==> src/rtl/adsr_envelope.sv <==
// ADSR envelope generator and VCA: per-sample-tick attack/decay/sustain/release on an envelope
// accumulator, sample scaled by the envelope's top 8 bits. Define ADSR_EXP_EN for exponential decay/release.
//
// state     | meaning
// ----------+------------------------------------------------------------
// S_IDLE    | envelope parked at 0, waiting for a rising gate
// S_ATTACK  | env ramps up linearly toward full scale
// S_DECAY   | env ramps down toward the sustain target
// S_SUSTAIN | env tracks the sustain target while the gate is held
// S_RELEASE | gate dropped; env ramps down toward 0
module adsr_envelope #(
  parameter int BITDEPTH   = 14,
  parameter int ENVBITS    = 16,
  parameter int RATEBITS   = 8,
  parameter int RATE_SHIFT = 4
) (
  input  logic                clk,
  input  logic                rst,
  input  logic                sample_en,
  input  logic [BITDEPTH-1:0] in,
  input  logic                gate,
  input  logic [RATEBITS-1:0] attack,
  input  logic [RATEBITS-1:0] decay,
  input  logic [RATEBITS-1:0] sustain,
  input  logic [RATEBITS-1:0] release_rate,
  output logic [BITDEPTH-1:0] out,
  output logic                out_valid,
  output logic [2:0]          state,
  output logic                active
);

  localparam int EW = ENVBITS + 1;

  typedef enum logic [2:0] {
    S_IDLE    = 3'd0,
    S_ATTACK  = 3'd1,
    S_DECAY   = 3'd2,
    S_SUSTAIN = 3'd3,
    S_RELEASE = 3'd4
  } state_t;

  state_t                    st;
  state_t                    st_nx;
  logic [ENVBITS-1:0]        env;
  logic [ENVBITS-1:0]        env_nx;
  logic [ENVBITS-1:0]        target;
  logic                      gate_q;
  logic                      tick_q;
  logic [BITDEPTH-1:0]       in_q;
  logic [EW-1:0]             att_step;
  logic [EW-1:0]             dec_step;
  logic [EW-1:0]             rel_step;
  logic [EW-1:0]             att_sum;
  logic [EW-1:0]             dec_diff;
  logic [EW-1:0]             rel_diff;
  logic                      rise;
  logic                      fall;
  logic signed [BITDEPTH+8:0] in_x;
  logic signed [BITDEPTH+8:0] gain_x;
  logic signed [BITDEPTH+8:0] prod;

  function automatic logic [EW-1:0] lin_step(input logic [RATEBITS-1:0] rate);
    return (EW'(rate) + EW'(1)) << RATE_SHIFT;
  endfunction

  assign target   = {sustain, {(ENVBITS-RATEBITS){1'b0}}};
  assign att_step = lin_step(attack);

`ifdef ADSR_EXP_EN
  // Step proportional to the remaining distance; the +1 guarantees the target is always reached.
  logic [ENVBITS-1:0] dec_gap;
  assign dec_gap  = env - target;
  assign dec_step = {1'b0, dec_gap >> decay[3:0]} + EW'(1);
  assign rel_step = {1'b0, env >> release_rate[3:0]} + EW'(1);
`else
  assign dec_step = lin_step(decay);
  assign rel_step = lin_step(release_rate);
`endif

  // One extra bit on each side of the arithmetic exposes carry (attack) and borrow (decay/release).
  assign att_sum  = {1'b0, env} + att_step;
  assign dec_diff = {1'b0, env} - dec_step;
  assign rel_diff = {1'b0, env} - rel_step;

  assign rise = gate & ~gate_q;
  assign fall = ~gate & gate_q;

  always_comb begin
    env_nx = env;
    st_nx  = st;
    if (rise) begin
      st_nx = S_ATTACK;
    end else if (fall && (st == S_ATTACK || st == S_DECAY || st == S_SUSTAIN)) begin
      st_nx = S_RELEASE;
    end else begin
      case (st)
        S_IDLE: env_nx = '0;
        S_ATTACK: begin
          if (att_sum[ENVBITS] || (&att_sum[ENVBITS-1:0])) begin
            env_nx = '1;
            st_nx  = S_DECAY;
          end else begin
            env_nx = att_sum[ENVBITS-1:0];
          end
        end
        S_DECAY: begin
          if (dec_diff[ENVBITS] || (dec_diff[ENVBITS-1:0] <= target)) begin
            env_nx = target;
            st_nx  = S_SUSTAIN;
          end else begin
            env_nx = dec_diff[ENVBITS-1:0];
          end
        end
        S_SUSTAIN: env_nx = target;
        S_RELEASE: begin
          if (rel_diff[ENVBITS] || (rel_diff[ENVBITS-1:0] == '0)) begin
            env_nx = '0;
            st_nx  = S_IDLE;
          end else begin
            env_nx = rel_diff[ENVBITS-1:0];
          end
        end
        default: begin
          env_nx = '0;
          st_nx  = S_IDLE;
        end
      endcase
    end
  end

  // Gain is unsigned 0..255; widening both operands keeps the full signed product.
  assign in_x   = {{9{in_q[BITDEPTH-1]}}, in_q};
  assign gain_x = {{(BITDEPTH+1){1'b0}}, env[ENVBITS-1 -: 8]};
  assign prod   = in_x * gain_x;

  always_ff @(posedge clk or negedge rst) begin
    if (!rst) begin
      env       <= '0;
      st        <= S_IDLE;
      gate_q    <= 1'b0;
      in_q      <= '0;
      tick_q    <= 1'b0;
      out       <= '0;
      out_valid <= 1'b0;
      active    <= 1'b0;
    end else begin
      tick_q    <= sample_en;
      out_valid <= tick_q;
      if (tick_q) begin
        out <= BITDEPTH'(prod >>> 8);
      end
      if (sample_en) begin
        gate_q <= gate;
        in_q   <= in;
        env    <= env_nx;
        st     <= st_nx;
        active <= (st_nx != S_IDLE);
      end
    end
  end

  assign state = st;

endmodule

==> config.mk <==
export PLATFORM = sky130hd
export DESIGN_NAME = adsr_envelope
export DESIGN_NICKNAME = d
export VERILOG_FILES = /design/src/rtl/adsr_envelope.sv
export SDC_FILE = /design/constraint.sdc
export NUM_CORES = 1
export LEC_CHECK = 0
export CAP_MARGIN = 20
export CORE_MARGIN = 3
export CORE_UTILIZATION = 56
export CTS_BUF_LIST = sky130_fd_sc_hd__clkbuf_2
export DETAILED_ROUTE_END_ITERATION = 16
export PLACE_DENSITY = 0.92
export SLEW_MARGIN = 20
export SYNTH_ARGS = -nofsm -noshare
export SYNTH_HDL_FRONTEND = slang
export SYNTH_SLANG_ARGS = --single-unit
==> constraint.sdc <==
create_clock -name clk -period 4.85 [get_ports clk]
set_clock_uncertainty 0.1 [all_clocks]
set_input_delay 0.485 -clock clk [delete_from_list [all_inputs] [get_ports clk]]
set_output_delay 0.485 -clock clk [all_outputs]
set_load 0.01 [all_outputs]
==> results.py <==
metrics = {
    "power_and_ir_drop": {
        "combPwrFrac_pct": 70.9,
        "swShare_pct": 46.88,
        "intPower_w": 0.001389,
        "netSwitchingPower_w": 0.001226,
        "p_per_area_mw_per_mm2": 268.9,
        "p_clk_share_pct": 7.4,
        "cellLeakagePower_nw": 4.596,
        "p_total_w": 0.002614,
        "pwr-share-seq_pct": 21.7,
        "ir_drop_v": 0.0001283,
    },
    "synthesis": {
        "syn_nets": 1132,
        "ys_warn_count": 0,
        "synth.area.mux_share_pct": 3.960,
        "synth_area_sq_mm": 0.008184,
        "synth_edf_count": 0,
        "synthFlopType": "dfrtp_1",
        "synth_compound_area_share_pct": 15.81,
        "async_flop_share_pct": 100.0,
        "synth_cells": 915,
        "synth_seq_area_share_pct": 14.68,
        "synth_seq_cells": 48,
        "avgSynthCellArea_sq_um": 8.944,
        "yosysUniqueCellTypes": 82,
        "synth_adder_area_share_pct": 33.79,
        "synth_xor_area_share_pct": 5.993,
        "synthSimpleGateAreaFrac_pct": 17.83,
        "synth_top_family_by_area": "adder cells",
    },
    "critical_path": {
        "regToRegStartpoint": "env[13]$_DFFE_PN0P_",
        "start_kind": "flop",
        "arrival_ns": 5.31,
        "rrSetupSlack_ns": -0.10,
        "r2r-end": "out[12]$_DFFE_PN0P_",
        "endpoint_kind": "flop",
        "crit_type": "reg -> reg",
        "path_max_fanout": 7,
        "ff2ff_path_depth": 17,
        "worstPathRequired_ns": 5.20,
    },
    "sta": {
        "setup_tns_ns": -0.2779,
        "final_hold_viol_count": 0,
        "maxSlewHeadroom_pct": 47.88,
        "rsz0062_at_grt": "yes",
        "finalCritPeriodShare_pct": 102.1,
        "max_freq_mhz": 201.9,
        "finalWorstSetupSlack_ns": -0.1041,
        "slew_violations": 0,
        "fin_crit_ns": 4.954,
        "setup_viol": 4,
        "worstMarginPinSlew_ns": 0.7818,
    },
    "global_route": {
        "grt_pass1_vias": 7312,
        "grt_usage_pct": 25.47,
        "top_usage_layer": "met2",
        "met2_usage_pct": 44.80,
        "grt_remaining_overflow": 0,
        "grt_antenna_before_repair": 1,
        "grtUsageMet3_pct": 2.737,
        "grt_pass1_wl_um": 33920,
        "grt_use_met1_pct": 32.61,
        "grt_max_degree": 49,
    },
    "min_path": {
        "min_path_type": "in -> async",
    },
    "route": {
        "vias_per_cell": 5.892,
        "vias": 7170,
        "drt-pass1-iter-count": 5,
        "drcViolationCount": 0,
        "drtIter0Drc": 495,
        "drt-total-wl_um": 21580,
        "wl_per_cell_um": 17.73,
        "ant_nets": 0,
    },
    "placement": {
        "gp_congestion": 0.9276,
        "post-dp-hpwl_um": 16590,
        "portBuffers": 68,
    },
    "clock_network": {
        "cts-root-buf": "clkbuf_2",
        "clkSinkCount": 48,
        "insertion_delay_ns": 0.51,
        "cts_tree": "built",
        "cts.clk_slew.worst_paths_ns": 0.31,
        "clk_path_buf_depth": 2,
        "htree_levels": 2,
        "cts_buffers": 5,
    },
    "floorplan": {
        "core_region_area_sq_mm": 0.01410,
        "rows": 43,
        "die_h_um": 126.9,
        "boundaryPins": 69,
        "die_w_um": 126.9,
        "dieArea_sq_mm": 0.01610,
        "start_util_pct": 58.06,
    },
    "status": {
        "violations": "negative setup slack",
        "status": "finished, violations left",
    },
    "layout": {
        "fillerInstances": 1016,
        "final_layout_size_suffix_gt1_share_pct": 17.08,
        "syn_to_final_growth_pct": 18.77,
        "nNetsFinal": 1252,
    },
    "run": {
        "drv_cap": 0,
    },
}
per-layer routing:
| metal | vias to the layer above | routed length [um] |
|---|---|---|
| li1 | 3321 | - |
| met2 | 257 | 11010 |
| met5 | - | 0 |
| met3 | 73 | 1124 |
| met1 | 3519 | 8685 |
| met4 | 0 | 764 |
power groups by stage:
| stage | Sequential [W] | Clock [W] | Combinational, W |
|---|---|---|---|
| 6_report | 0.000567 | 0.000193 | 0.00185 |
| 5_1_grt | 0.000578 | 0.000207 | 0.00205 |
| 4_1_cts | 0.000565 | 0.000192 | 0.00172 |
| 3_5_place_dp | 0.000571 | 0 | 0.00170 |
| 3_3_place_gp | 0.000568 | 0 | 0.00162 |
| 2_1_floorplan | 0.000556 | 0 | 0.00114 |
cells in the mapped netlist (3+ instances only):
master / number / area share, %
mux2_2: 27 / 3.7
nor4_1: 6 / 0.46
nand2_1: 81 / 3.7
o221ai_1: 3 / 0.32
inv_1: 142 / 6.5
o21a_1: 14 / 1.3
o211ai_1: 10 / 0.92
o31a_1: 3 / 0.32
fa_1: 90 / 22
a21oi_1: 37 / 2.3
a2111oi_4: 3 / 1.0
a31o_2: 3 / 0.32
nor2b_1: 6 / 0.46
nand4_1: 7 / 0.54
nor2_1: 42 / 1.9
buf_2: 3 / 0.18
o21bai_1: 4 / 0.37
xnor2_1: 34 / 3.6
o21ai_2: 4 / 0.43
o221a_2: 4 / 0.55
ha_1: 77 / 12
dfrtp_1: 48 / 15
a32oi_1: 3 / 0.32
nand3b_1: 3 / 0.28
and3_1: 5 / 0.38
a31oi_1: 5 / 0.38
and2_1: 67 / 5.1
a211oi_2: 3 / 0.46
nand2b_1: 12 / 0.92
a41oi_1: 4 / 0.43
clkbuf_1: 17 / 0.78
nor3_1: 10 / 0.61
xor2_1: 22 / 2.4
nand3_1: 16 / 0.98
o2111ai_1: 3 / 0.32
a21o_1: 6 / 0.55
and4_1: 4 / 0.43
a21boi_0: 3 / 0.28
a211oi_1: 4 / 0.37
o31ai_1: 7 / 0.64
o21ai_0: 23 / 1.4
timing repair:
item / 4_1_cts / 5_1_grt
setup buffers: 1 / 13
gates resized for setup: 5 / 46
pin swaps: 0 / 33
endpoints found under the hold margin: 0 / 48
hold buffers: 0 / 1
setup endpoints to repair: 6 / 9
through the flow:
stage          utilization (%)  cell area, sq um  hold slack, ns  instances  setup slack, ns
3_3_place_gp             66.58              9385          0.3734       1193          -0.1191
6_report                 68.96              9721          0.3800       1217          -0.1041
2_1_floorplan                -              8198         0.08941        915          0.02547
4_1_cts                  66.98              9442         0.04543       1202        0.0003308
3_5_place_dp             66.58              9385          0.3782       1193          -0.2189
5_1_grt                  68.96              9721          0.4009       1217          -0.2488
layout by cell type, fill, tap and decap left out, drive strengths merged, types with 27 or more instances in the layout:
cell | Yosys | routed
inv | 142 | 143
fa | 90 | 90
nand2 | 82 | 82
ha | 77 | 77
buf | 6 | 69
and2 | 67 | 67
clkdlybuf4s50 | 0 | 67
dfrtp | 48 | 48
nor2 | 43 | 43
a21oi | 38 | 38
xnor2 | 34 | 34
mux2 | 27 | 27
o21ai | 27 | 27
worst max path at each step:
stage,startpoint,end,slack (ns),cells after the start
after floorplan,env[13]$_DFFE_PN0P_,out[13]$_DFFE_PN0P_,0.03,19
after global placement,decay[0],env[11]$_DFFE_PN0P_,-0.12,20
after detailed placement,decay[0],env[11]$_DFFE_PN0P_,-0.22,20
after CTS,env[10]$_DFFE_PN0P_,out[12]$_DFFE_PN0P_,0.0003,18
after global routing,env[13]$_DFFE_PN0P_,out[12]$_DFFE_PN0P_,-0.25,17
final,env[13]$_DFFE_PN0P_,out[12]$_DFFE_PN0P_,-0.10,17
sequential cells by signal (all words and copies together), names as in the netlist:
| signal | flops |
|---|---|
| out | 14 |
| tick_q | 1 |
| env | 13 |
| active | 1 |
| out_valid | 1 |
| gate_q | 1 |
| state | 3 |
| in_q | 14 |
worst max-delay path, cell delays in order (launching register included):
cell and delay, ns:
dfrtp_2 0.52, buf_2 0.17, and2_1 0.15, fa_1 0.50
ha_1 0.35, inv_1 0.09, fa_1 0.51, fa_1 0.55
inv_1 0.08, ha_4 0.27, o21a_1 0.19, o2111ai_2 0.19
o21ai_2 0.23, o211ai_2 0.14, o211ai_4 0.32, a31oi_2 0.15
xnor2_1 0.15, mux2_2 0.26
final cells by class:
cell class / count / area, sq um / area share [%]
Sequential cell: 48 / 1220 / 12.55
Multi-Input combinational cell: 701 / 6467 / 66.53
Clock buffer: 5 / 25.02 / 0.2574
Timing Repair Buffer: 137 / 1230 / 12.65
Tap cell: 180 / 225.2 / 2.317
Antenna cell: 1 / 2.502 / 0.02574
Inverter: 142 / 533.0 / 5.483
Clock inverter: 3 / 17.52 / 0.1802
kinds of logic (layout without fill, tap and decap cells):
family / after synthesis / in the layout
AND/OR/NAND/NOR: 279 / 279
AO/OA/AOI/OAI: 170 / 170
flip-flops: 48 / 48
buffers and inverters: 166 / 287
other: 0 / 1
multiplexers: 29 / 29
XOR/XNOR: 56 / 56
adder cells (fa/ha/maj): 167 / 167
No activity file was read; power rests on OpenSTA's default activity.
